<file path="src/rtl/vt_rng_pkg.sv">
// vt_rng shared constants and helpers.
// Seed mixing and xorshift32 step for the multi-channel generator.
package vt_rng_pkg;

  localparam logic [31:0] GOLDEN = 32'h9E37_79B9;
  localparam int SH_A = 13;
  localparam int SH_B = 17;
  localparam int SH_C = 5;
  localparam int G_OFS = 510;

  typedef enum logic {
    MODE_UNI   = 1'b0,
    MODE_GAUSS = 1'b1
  } mode_t;

  // Zero is a fixed point of xorshift, so it is never allowed as state.
  function automatic logic [31:0] seed_mix(
    input logic [31:0] s,
    input logic [31:0] c
  );
    logic [31:0] v;
    v = s ^ (c * GOLDEN);
    return (v == 32'd0) ? 32'd1 : v;
  endfunction

  function automatic logic [31:0] xs_step(
    input logic [31:0] s
  );
    logic [31:0] v;
    v = s;
    v = v ^ (v << SH_A);
    v = v ^ (v >> SH_B);
    v = v ^ (v << SH_C);
    return v;
  endfunction

endpackage

</file>
<file path="src/rtl/vt_rng_core.sv">
// One xorshift32 channel: state, reseed, step.
// Exposes uniform and Irwin-Hall mappings of the current state.
import vt_rng_pkg::*;

module vt_rng_core #(
  parameter int          OUT_W        = 18,
  parameter logic [31:0] CH           = 32'd0,
  parameter logic [31:0] SEED_DEFAULT = 32'h0000_0001
) (
  input  logic             clk,
  input  logic             reset,
  input  logic             load,
  input  logic             step,
  input  logic [31:0]      seed,
  output logic [OUT_W-1:0] uni,
  output logic [OUT_W-1:0] gauss
);

  logic [31:0]             st;
  logic [10:0]             g;
  logic signed [OUT_W-1:0] gs;

  always_ff @(posedge clk or negedge reset) begin
    if (!reset) begin
      st <= seed_mix(SEED_DEFAULT, CH);
    end else if (load) begin
      st <= seed_mix(seed, CH);
    end else if (step) begin
      st <= xs_step(st);
    end
  end

  assign uni = st[31 -: OUT_W];

  // Byte sum is at most 1020, so 11 bits hold it before the offset.
  assign g = 11'(st[7:0]) + 11'(st[15:8])
           + 11'(st[23:16]) + 11'(st[31:24])
           - 11'(G_OFS);

  assign gs    = OUT_W'($signed(g));
  assign gauss = gs <<< (OUT_W - 11);

endmodule

</file>
<file path="src/rtl/vt_rng_mc.sv">
// Multi-channel variate generator top.
// Handshake, output register, mode mux and sample counter.
import vt_rng_pkg::*;

module vt_rng_mc #(
  parameter int          NCH          = 4,
  parameter int          OUT_W        = 18,
  parameter int          CNT_W        = 32,
  parameter logic [31:0] SEED_DEFAULT = 32'h0000_0001
) (
  input  logic                 clk,
  input  logic                 reset,
  input  logic                 load,
  input  logic [31:0]          seed,
  input  logic                 mode,
  input  logic                 en,
  input  logic                 out_ready,
  output logic                 out_valid,
  output logic [NCH*OUT_W-1:0] x,
  output logic [CNT_W-1:0]     count
);

  logic                 advance;
  logic [NCH*OUT_W-1:0] nxt;
  logic                 gsel;

  assign advance = en & (~out_valid | out_ready) & ~load;
  assign gsel    = (mode_t'(mode) == MODE_GAUSS);

  for (genvar c = 0; c < NCH; c++) begin : g_ch
    logic [OUT_W-1:0] uni;
    logic [OUT_W-1:0] gauss;

    vt_rng_core #(
      .OUT_W        (OUT_W),
      .CH           (32'(c)),
      .SEED_DEFAULT (SEED_DEFAULT)
    ) u_core (
      .clk   (clk),
      .reset (reset),
      .load  (load),
      .step  (advance),
      .seed  (seed),
      .uni   (uni),
      .gauss (gauss)
    );

    assign nxt[c*OUT_W +: OUT_W] = gsel ? gauss : uni;
  end

  always_ff @(posedge clk or negedge reset) begin
    if (!reset) begin
      out_valid <= 1'b0;
      x         <= '0;
      count     <= '0;
    end else if (load) begin
      out_valid <= 1'b0;
      count     <= '0;
    end else if (advance) begin
      x         <= nxt;
      out_valid <= 1'b1;
      count     <= count + CNT_W'(1);
    end else if (out_ready) begin
      out_valid <= 1'b0;
    end
  end

endmodule
</file>
<file path="config.mk">
export PLATFORM = sky130hd
export DESIGN_NAME = vt_rng_mc
export DESIGN_NICKNAME = d
export VERILOG_FILES = /design/src/rtl/vt_rng_pkg.sv /design/src/rtl/vt_rng_core.sv /design/src/rtl/vt_rng_mc.sv
export SDC_FILE = /design/constraint.sdc
export NUM_CORES = 1
export LEC_CHECK = 0
export CORE_MARGIN = 3
export CORE_UTILIZATION = 30
export CTS_BUF_LIST = sky130_fd_sc_hd__clkbuf_8
export DETAILED_ROUTE_END_ITERATION = 8
export SLEW_MARGIN = 20
export SYNTH_ARGS = -nofsm -noshare
export SYNTH_HDL_FRONTEND = slang
export SYNTH_SLANG_ARGS = --single-unit
</file>
<file path="constraint.sdc">
create_clock -name clk -period 4.5 [get_ports clk]
set_input_delay 0.675 -clock clk [delete_from_list [all_inputs] [get_ports clk]]
set_output_delay 0.675 -clock clk [all_outputs]
set_load 0.1 [all_outputs]
</file>
# After elaboration in Yosys (flattened, before gate mapping)
# Cells that the tools add are included.
[classes]
multipliers = 0
n_bitwise = 20
n_eq_ne = 0
n_reduce_logical = 7
shift = 0
order_cmp = 0
div = 0
mux = 21
addsub = 17
[ops]
columns = ["cell", "n"]
rows = [
  ["two-way mux 32 bit", 14],
  ["bitwise XOR 32 bit", 8],
  ["zero test 32 bit", 4],
  ["bitwise XOR 32 x 15 -> 32 bit", 4],
  ["adder 11 x 8 -> 11 bit", 8],
  ["two-way mux 18 bit", 4],
  ["subtractor 11 x 9 -> 11 bit, second input constant", 4],
  ["adder 8 x 8 -> 9 bit", 4],
  ["adder 32 x 1 -> 32 bit, second input constant", 1],
  ["inverter 20 bit", 1],
  ["inverter 19 bit", 1],
  ["inverter 18 bit", 1],
  ["two-way mux 1 bit", 3],
  ["nonzero test 3 bit", 1],
  ["bitwise AND 1 bit", 2],
  ["inverter 1 bit", 2],
  ["AND reduction 2 bit", 1],
  ["nonzero test 2 bit", 1],
  ["bitwise OR 1 bit", 1],
]
[word_totals]
mem_bits_rw = 0
out_inout_bits = 105
latch_bits = 0
n_memories = 0
romBits = 0
register_bits = 233

# Longest topological paths before layout
# Gate-level depths: netlist (run 1).
[depth]
word_depth = 6
ltp_mapped = 19
depth_no_buf = 19

# Cells and area by module
# A second synthesis (run 1) with hierarchy kept.
[hier_totals]
hier_cells = 1882
area_unflattened_um2 = 18347.6
[modules_own_cells]
columns = ["module", "n_inst", "seq_area_each_um2", "cells_per_inst", "area_each_um2"]
rows = [
  ["vt_rng_mc", 1, 2627.5, 502, 5026.1],
  ["vt_rng_core (g_ch[0].u_core)", 1, 802.0, 389, 3519.6],
  ["vt_rng_core (g_ch[1].u_core)", 1, 824.5, 331, 3275.6],
  ["vt_rng_core (g_ch[3].u_core)", 1, 822.0, 329, 3268.1],
  ["vt_rng_core (g_ch[2].u_core)", 1, 825.8, 331, 3258.1],
]

# Least setup slack after synthesis (run 1)
# Ideal clock, no wire load.
[synth_path]
kind = "reg-to-reg"
startpoint = "register g_ch[3].u_core.st[8]"
endpoint = "register x[69]"
path_slack_ns = 0.783
required_time_ns = 4.365
path_stages_with_launch = 18
path_buffers = 0
synth_period_minus_slack_ns = 3.717
t_arrival_ns = 3.582
cell_sequence = "dfstp_2 ha_1 inv_1 fa_1 nor2b_1 o21ai_0 nand2b_1 a21o_1 a21oi_1 xor2_1 fa_1 inv_1 ha_1 or3_1 o211a_1 or3_1 a31oi_1 o21ai_0"
[synth_between]
elab_chain_len = 5
[synth_rtl]
columns = ["element", "line", "source"]
rows = [
  ["start: declaration", "vt_rng_core.sv:19", "logic [31:0] st;"],
  ["start signal: assignment", "vt_rng_core.sv:25", "st <= seed_mix(SEED_DEFAULT, CH);"],
  ["start signal: assignment", "vt_rng_core.sv:27", "st <= seed_mix(seed, CH);"],
  ["start signal: assignment", "vt_rng_core.sv:29", "st <= xs_step(st);"],
  ["adder 8 x 8 -> 9 bit", "vt_rng_core.sv:36", "assign g = 11'(st[7:0]) + 11'(st[15:8])"],
  ["adder 11 x 8 -> 11 bit (2 in a row)", "vt_rng_core.sv:37", "+ 11'(st[23:16]) + 11'(st[31:24])"],
  ["subtractor 11 x 9 -> 11 bit", "vt_rng_core.sv:38", "- 11'(G_OFS);"],
  ["two-way mux 18 bit", "vt_rng_mc.sv:48", "assign nxt[c*OUT_W +: OUT_W] = gsel ? gauss : uni;"],
  ["end signal: assignment", "vt_rng_mc.sv:60", "x <= nxt;"],
  ["end: declaration", "vt_rng_mc.sv:19", "output logic [NCH*OUT_W-1:0] x,"],
]
# Every way passes these cells.
# A chain may end at the register's enable or synchronous reset.

# Worst setup path in the final report (run 1)
[layout_path]
startpoint = "register g_ch[0].u_core.st[17]"
endpoint = "register x[15]"
[layout_between]
elab_chain_len = 4
[layout_rtl]
columns = ["element", "line"]
rows = [
  ["start: declaration", "vt_rng_core.sv:19"],
  ["start signal: assignment", "vt_rng_core.sv:25"],
  ["start signal: assignment", "vt_rng_core.sv:27"],
  ["start signal: assignment", "vt_rng_core.sv:29"],
  ["adder 11 x 8 -> 11 bit (2 in a row)", "vt_rng_core.sv:37"],
  ["subtractor 11 x 9 -> 11 bit", "vt_rng_core.sv:38"],
  ["two-way mux 18 bit", "vt_rng_mc.sv:48"],
]
# Every way passes these cells.

==> reports/qor.csv, run 1 <==
metric,value,unit
status,"finished, final reports clean",
Core Area,55200,µm²
global-route wire length before repair,81500,µm
via/cell ratio,4.82,
worst r2r src,g_ch[0].u_core.st[17]$_DFFE_PN0P_,
Vias,13600,
aggregate global-route resource usage,17.6,%
post-layout min period,4050,ps
CTS Buf Count,46,
number of H-tree levels,2,
top_reg_cell synth,dfrtp_1,
root buffer cell,clkbuf_8,
row count,86,
Gate Count Post-Synth,1899,
final setup TNS,0,ps
routability cong.,0.882,
crit end category,flip-flop,
Crit path required time,4960,ps
Starting Density,30.4,%
pin count of the biggest net entering global routing,111,
crit-path cells,inv_1 -> fa_1 -> inv_1 -> ha_1 -> inv_1 -> fa_1 -> nor2b_1 -> o31a_1 -> o21a_1 -> nor2_1 -> xnor2_1 -> ha_1 -> ha_1 -> or3_1 -> o22a_1 -> xor2_1 -> mux2i_1 -> o21ai_0,
"commonest non-fill, non-tap cell in the layout",xnor2_1,
worst slew pin tran,1050,ps
drt pass-1 iters,5,
Worst-path clk slew,60,ps
area of the die,58900,µm²
Max Cap Violations,0,
CTS max path bufs,3,
number of synthesized register bits,233,
drt total wl,52100,µm
"Data arrival, critical path",4510,ps
final number of hold-violating endpoints,0,
DPL Wire Length,37400,µm
clk_skew,29.8,ps
CTS tree,done,
Top delay family on crit path,adder cells,
worst-skew pair later-pin latency,640,ps
hold buffers post-CTS,0,
RSZ-0062 raised after global routing,false,
number of library cell types mapped by synthesis,51,
vias in the first global route,13800,
Die Y,243,µm
crit-path max FO,4,
Post-Syn Nets,2049,
Area Growth Syn to Fin,18.9,%
postcts setup bufs,0,
Chip Width,243,µm
post-cts repair resize count,0,
antenna violations before repair,7,
Max Freq,247,MHz
Worst slew margin,30.0,%
most frequent cells in the layout,"269 x xnor2_1, 216 x nor2_1, 193 x nand2_1",
Post-synth EDFFs,0,
CP startpoint,g_ch[0].u_core.st[17]$_DFFE_PN0P_,
Final Net Count,2173,
synth warn,0,
final setup vio count,0,
DRC,0,
Num Clock Sinks,233,
routed len/inst,18.5,µm
slowest CP cell,fa_1,
port bufs,142,
post-route ant nets,0,
Initial DRC Count,1060,
Pins Over Slew Limit,0,
kind of critical path,reg2reg,
async set-reset flop share out of synthesis,100,%
CP bufs+invs,3,
grt total ovfl,0,
I/O pin count,143,
Tcrit/Tclk final,90.0,%
Max stage delay on crit path,430,ps
Post-Syn Area per Cell,8.84,µm²
layout cell share with drive strength beyond 1,7.91,%
Critical Path Source Type,flip-flop,
HP Class,in2async,
Post-Syn Area,16800,µm²
"Seq/Total Area, Yosys",35.1,%
==> synth_stat cells, types with 13 or more instances <==
master    number  area (µm²)
nor3_1        26         130
inv_1        142         533
ha_1          75         938
o31ai_1       18         135
o21a_1        45         338
dfrtp_1      176        4400
a21o_1        15         113
xnor2_1      269        2360
fa_1          37         741
nand2b_1      21         131
nand2_1      194         728
or3_1         16         100
nand3_1       34         170
buf_1         13        48.8
dfstp_2       57        1500
o21ai_0      100         500
a21oi_1       68         340
xor2_1       148        1300
clkbuf_1      68         255
a211oi_1      15         113
nor2b_1       33         206
nor2_1       216         811
==> area by class of cell <==
cell class	count	area [µm²]
Fill cell	5652	35200
Multi-Input combinational cell	1441	10100
Sequential cell	233	5900
Timing Repair Buffer	158	1560
Tap cell	748	936
Clock buffer	59	812
Inverter	143	537
Clock inverter	27	161
Antenna cell	4	10.0
==> cells by family after synthesis <==
group,count (synthesis),share of synthesized area [%]
buffers and inverters,225,5.07
flip-flops,233,35.1
adder cells (fa/ha/maj),112,10.0
AO/OA/AOI/OAI,315,11.6
multiplexers,17,1.05
XOR/XNOR,417,21.7
AND/OR/NAND/NOR,580,15.4
==> path summary, 6_finish.rpt <==
check	depth (start not counted)	to	slack, ps
worst min-delay path	1	x[22]$_DFFE_PN0P_	110
max in group asynchronous	2	g_ch[1].u_core.st[8]$_DFFE_PN1P_	3220
worst max-delay path	18	x[15]$_DFFE_PN0P_	450
worst max register to register	18	x[15]$_DFFE_PN0P_	450
worst min register to register	2	x[28]$_DFFE_PN0P_	470
min in group clk	2	g_ch[1].u_core.st[7]$_DFFE_PN1P_	440
==> per-stage QoR <==
step	hold WS, ps	util, %	worst slack, ps	cell area [µm²]	cells
6_report	106	36.2	450	20000	2813
5_1_grt	175	36.2	238	20000	2809
4_1_cts	115	36.2	474	20000	2809
3_5_place_dp	455	34.4	505	19000	2723
3_3_place_gp	456	34.4	550	19000	2723
2_1_floorplan	379	-	783	16800	1899
==> layer usage <==
| layer | vias to the layer above | GRT usage (%) | part of all wire [%] |
|---|---|---|---|
| met5 | - | 0 | 0.088 |
| li1 | 6437 | - | - |
| met4 | 6 | 6.34 | 3.4 |
| met2 | 373 | 29.3 | 47 |
| met3 | 103 | 3.91 | 6.7 |
| met1 | 6641 | 22.5 | 43 |
==> state kept, by name, indices dropped and copies added, names as in the netlist <==
| register | count |
|---|---|
| count | 32 |
| x | 72 |
| g_ch.u_core.st | 128 |
| out_valid | 1 |
Power of run 1 is left out: the tool's default activity adds up to more than one toggle a clock period on the data nets, which glitch-free logic cannot reach.
==> inputs of run 2 (changes only) <==
- CORE_MARGIN: 3 -> 2
==> reports/qor.csv, run 2 (synthesis gave the netlist of run 1 again) <==
metric,value,unit
status,"finished, final reports clean",
Top reg by flops,g_ch.u_core.st,
"commonest non-fill, non-tap cell in the layout",xnor2_1,
vias in the first global route,13700,
fill count,5659,
number of H-tree levels,2,
worst slew pin tran,1020,ps
routability cong.,0.926,
DPL Wire Length,37500,µm
area of the die,57900,µm²
Crit path required time,4940,ps
antenna violations before repair,7,
crit-path max FO,4,
Final Net Count,2172,
HP Class,in2async,
CTS max path bufs,3,
"Data arrival, critical path",4470,ps
post-layout min period,4030,ps
Worst-path clk slew,60,ps
layout cell share with drive strength beyond 1,7.91,%
grt total ovfl,0,
"reg-to-reg slack, setup",470,ps
kind of critical path,reg2reg,
clk_skew,32.7,ps
final setup vio count,0,
post-route ant nets,0,
final setup TNS,0,ps
drt pass-1 iters,5,
most frequent cells in the layout,"269 x xnor2_1, 216 x nor2_1, 193 x nand2_1",
postcts setup bufs,0,
max FFs per register,128,
root buffer cell,clkbuf_8,
Worst slew margin,31.5,%
Vias,13600,
DRC,0,
hold buffers post-CTS,0,
worst-skew pair later-pin latency,630,ps
port bufs,142,
Pins Over Slew Limit,0,
Num Clock Sinks,233,
RSZ-0062 raised after global routing,false,
Die Y,241,µm
Max Freq,248,MHz
I/O pin count,143,
crit end category,flip-flop,
Area Growth Syn to Fin,19.1,%
drt total wl,51400,µm
Core Area,55200,µm²
Critical Path Source Type,flip-flop,
Starting Density,30.4,%
Chip Width,241,µm
row count,86,
final number of hold-violating endpoints,0,
Max Cap Violations,0,
global-route wire length before repair,79200,µm
routed len/inst,18.3,µm
biggest regs,"g_ch.u_core.st (128), x (72), count (32)",
via/cell ratio,4.84,
pin count of the biggest net entering global routing,103,
aggregate global-route resource usage,17.9,%
Initial DRC Count,1009,
CTS Buf Count,46,
CTS tree,done,
Tcrit/Tclk final,89.6,%
post-cts repair resize count,0,
-- run 2: changes by cell type in the layout (fill, tap and decap cells not counted), sizes merged --
cell	delta
clkinv	-1
diode	-3
clkbuf	-4
buf	-1
bufinv	+3
inv	-2
clkinvlp	+4
-- run 2: worst max-delay path, stage by stage (launching register included) --
cell and delay, ps:
dfrtp_1 410, inv_1 160, fa_1 440, inv_1 70
ha_1 170, inv_1 60, fa_1 390, nor2b_1 180
o31a_1 180, o21a_1 120, nor2_1 40, xnor2_1 150
ha_1 260, ha_1 230, or3_1 400, o22a_1 250
xor2_1 150, mux2i_1 120, o21ai_0 90
-- run 2: final cells by class --
class,count,area (µm²),share of cell area (%)
antenna,1,2.50,0.0125
clock buffer,55,757,3.78
inverter,143,537,2.68
timing repair buffer,157,1560,7.80
sequential,233,5900,29.5
clock inverter,31,258,1.29
multi-input combinational,1441,10100,50.3
tap,748,936,4.68
-- run 2: path summary, 6_finish.rpt --
| path | from | to | cells after the start |
|---|---|---|---|
| worst max-delay path | g_ch[0].u_core.st[17]$_DFFE_PN0P_ | x[15]$_DFFE_PN0P_ | 18 |
| worst min-delay path | reset | x[33]$_DFFE_PN0P_ | 1 |
| worst max register to register | g_ch[0].u_core.st[17]$_DFFE_PN0P_ | x[15]$_DFFE_PN0P_ | 18 |
| worst min register to register | x[46]$_DFFE_PN0P_ | x[46]$_DFFE_PN0P_ | 2 |
| max in group asynchronous | reset | x[13]$_DFFE_PN0P_ | 2 |
| min in group clk | x[46]$_DFFE_PN0P_ | x[46]$_DFFE_PN0P_ | 2 |
-- run 2: through the flow --
stage	instances	utilization, %	area, µm²	hold WS (ps)	worst slack [ps]
detailed placement	2722	34.4	19000	456	494
floorplan	1899	-	16800	379	783
global route	2808	36.2	20000	95.3	205
finish	2809	36.2	20000	87.7	467
CTS	2808	36.2	20000	58.2	462
global placement	2722	34.4	19000	450	575
-- run 2: layer usage --
layer | part of all wire [%] | vias up | GRT usage, %
met2 | 47 | 392 | 29.3
met4 | 3.3 | 10 | 7.02
met5 | 0.14 | - | 0
li1 | - | 6439 | -
met3 | 6.4 | 100 | 3.91
met1 | 43 | 6650 | 23.0
Power of run 2 is left out for the same reason.
==> inputs of run 3 (changes only) <==
- CORE_MARGIN: 2 -> 5
- SETUP_SLACK_MARGIN: default -> 0.3
- SKIP_CTS_REPAIR_TIMING: default -> 1
==> reports/qor.csv, run 3 (synthesis gave the netlist of run 1 again) <==
metric,value,unit
Initial DRC Count,928,
final number of hold-violating endpoints,0,
CTS max path bufs,3,
DPL Wire Length,38200,µm
area of the die,60800,µm²
CTS Buf Count,46,
Max Freq,252,MHz
Placed Area,19000,µm²
status,"finished, final reports clean",
final setup TNS,0,ps
Vias,13700,
HP Class,in2async,
pin count of the biggest net entering global routing,97,
post-layout min period,3970,ps
vias in the first global route,13800,
Crit path required time,4950,ps
Pins Over Slew Limit,0,
layout cell share with drive strength beyond 1,8.79,%
Top reg by flops,g_ch.u_core.st,
Starting Density,30.4,%
row count,86,
drt total wl,52200,µm
kind of critical path,reg2reg,
routed len/inst,18.5,µm
worst-skew pair later-pin latency,620,ps
Die Y,247,µm
final setup vio count,0,
I/O pin count,143,
Core Area,55300,µm²
clk_skew,21.2,ps
CTS tree,done,
"reg-to-reg slack, setup",530,ps
global-route wire length before repair,80500,µm
Worst slew margin,30.9,%
root buffer cell,clkbuf_8,
aggregate global-route resource usage,16.9,%
crit end category,flip-flop,
max FFs per register,128,
port bufs,142,
Worst R2R End,x[33]$_DFFE_PN0P_,
grt total ovfl,0,
Chip Width,247,µm
Worst-path clk slew,60,ps
Critical Path Source Type,flip-flop,
via/cell ratio,4.85,
"Data arrival, critical path",4420,ps
crit-path max FO,5,
worst hold margin,58.7,ps
most frequent cells in the layout,"269 x xnor2_1, 215 x nor2_1, 193 x nand2_1",
Max Cap Violations,0,
DRC,0,
fill count,5673,
"commonest non-fill, non-tap cell in the layout",xnor2_1,
post-route ant nets,0,
RSZ-0062 raised after global routing,true,
Final Net Count,2183,
biggest regs,"g_ch.u_core.st (128), x (72), count (32)",
Num Clock Sinks,233,
routability cong.,0.922,
number of H-tree levels,2,
worst slew pin tran,1030,ps
Area Growth Syn to Fin,19.9,%
antenna violations before repair,7,
worst r2r src,g_ch[1].u_core.st[8]$_DFFE_PN1P_,
Tcrit/Tclk final,88.2,%
Final Cell Area,20100,µm²
drt pass-1 iters,5,
Worst R2R Path Depth,17,
==> run 3: worst max path at each step <==
| stage | slack [ps] | endpoint | from | cells after the start |
|---|---|---|---|---|
| after global placement | 580 | x[15]$_DFFE_PN0P_ | g_ch[0].u_core.st[17]$_DFFE_PN0P_ | 18 |
| after detailed placement | 510 | x[15]$_DFFE_PN0P_ | g_ch[0].u_core.st[17]$_DFFE_PN0P_ | 18 |
| after CTS | 490 | x[15]$_DFFE_PN0P_ | g_ch[0].u_core.st[17]$_DFFE_PN0P_ | 18 |
| final | 530 | x[33]$_DFFE_PN0P_ | g_ch[1].u_core.st[8]$_DFFE_PN1P_ | 17 |
| after global routing | 290 | x[15]$_DFFE_PN0P_ | g_ch[0].u_core.st[1]$_DFFE_PN0P_ | 18 |
| after floorplan | 780 | x[69]$_DFFE_PN0P_ | g_ch[3].u_core.st[8]$_DFFE_PN1P_ | 17 |
==> run 3: metrics by stage <==
stage          utilization [%]  setup WS (ps)  cells
4_1_cts                   36.3            487   2812
5_1_grt                   36.4            293   2818
2_1_floorplan                -            783   1899
3_3_place_gp              34.4            582   2727
3_5_place_dp              34.4            507   2727
6_report                  36.4            531   2819
==> run 3: worst max-delay path: stages (launching register included) <==
cell	delay [ps]
dfstp_2	590
ha_1	190
inv_1	60
fa_1	400
nor2b_1	130
o21ai_0	110
nand2b_1	140
a21o_1	130
a21oi_1	70
xor2_1	150
fa_1	490
inv_1	40
ha_1	210
or3_1	310
o211a_1	220
or3_1	300
a31oi_1	160
o21ai_0	100
==> run 3: cell type report <==
cell class / count / area [µm²] / share of cell area, %
clock inverter: 19 / 144 / 0.715
tap: 748 / 936 / 4.65
sequential: 233 / 5900 / 29.3
multi-input combinational: 1441 / 10100 / 50.0
antenna: 1 / 2.50 / 0.0124
clock buffer: 66 / 908 / 4.51
timing repair buffer: 168 / 1640 / 8.16
inverter: 143 / 537 / 2.67
==> run 3: layer usage <==
layer | vias to the layer above | track usage [%] | wire length, µm
met1 | 6653 | 22.3 | 22700
met3 | 116 | 3.31 | 3470
met5 | - | 0 | 69
li1 | 6463 | - | -
met2 | 419 | 27.4 | 24000
met4 | 10 | 6.37 | 1900
Power of run 3 is left out for the same reason.
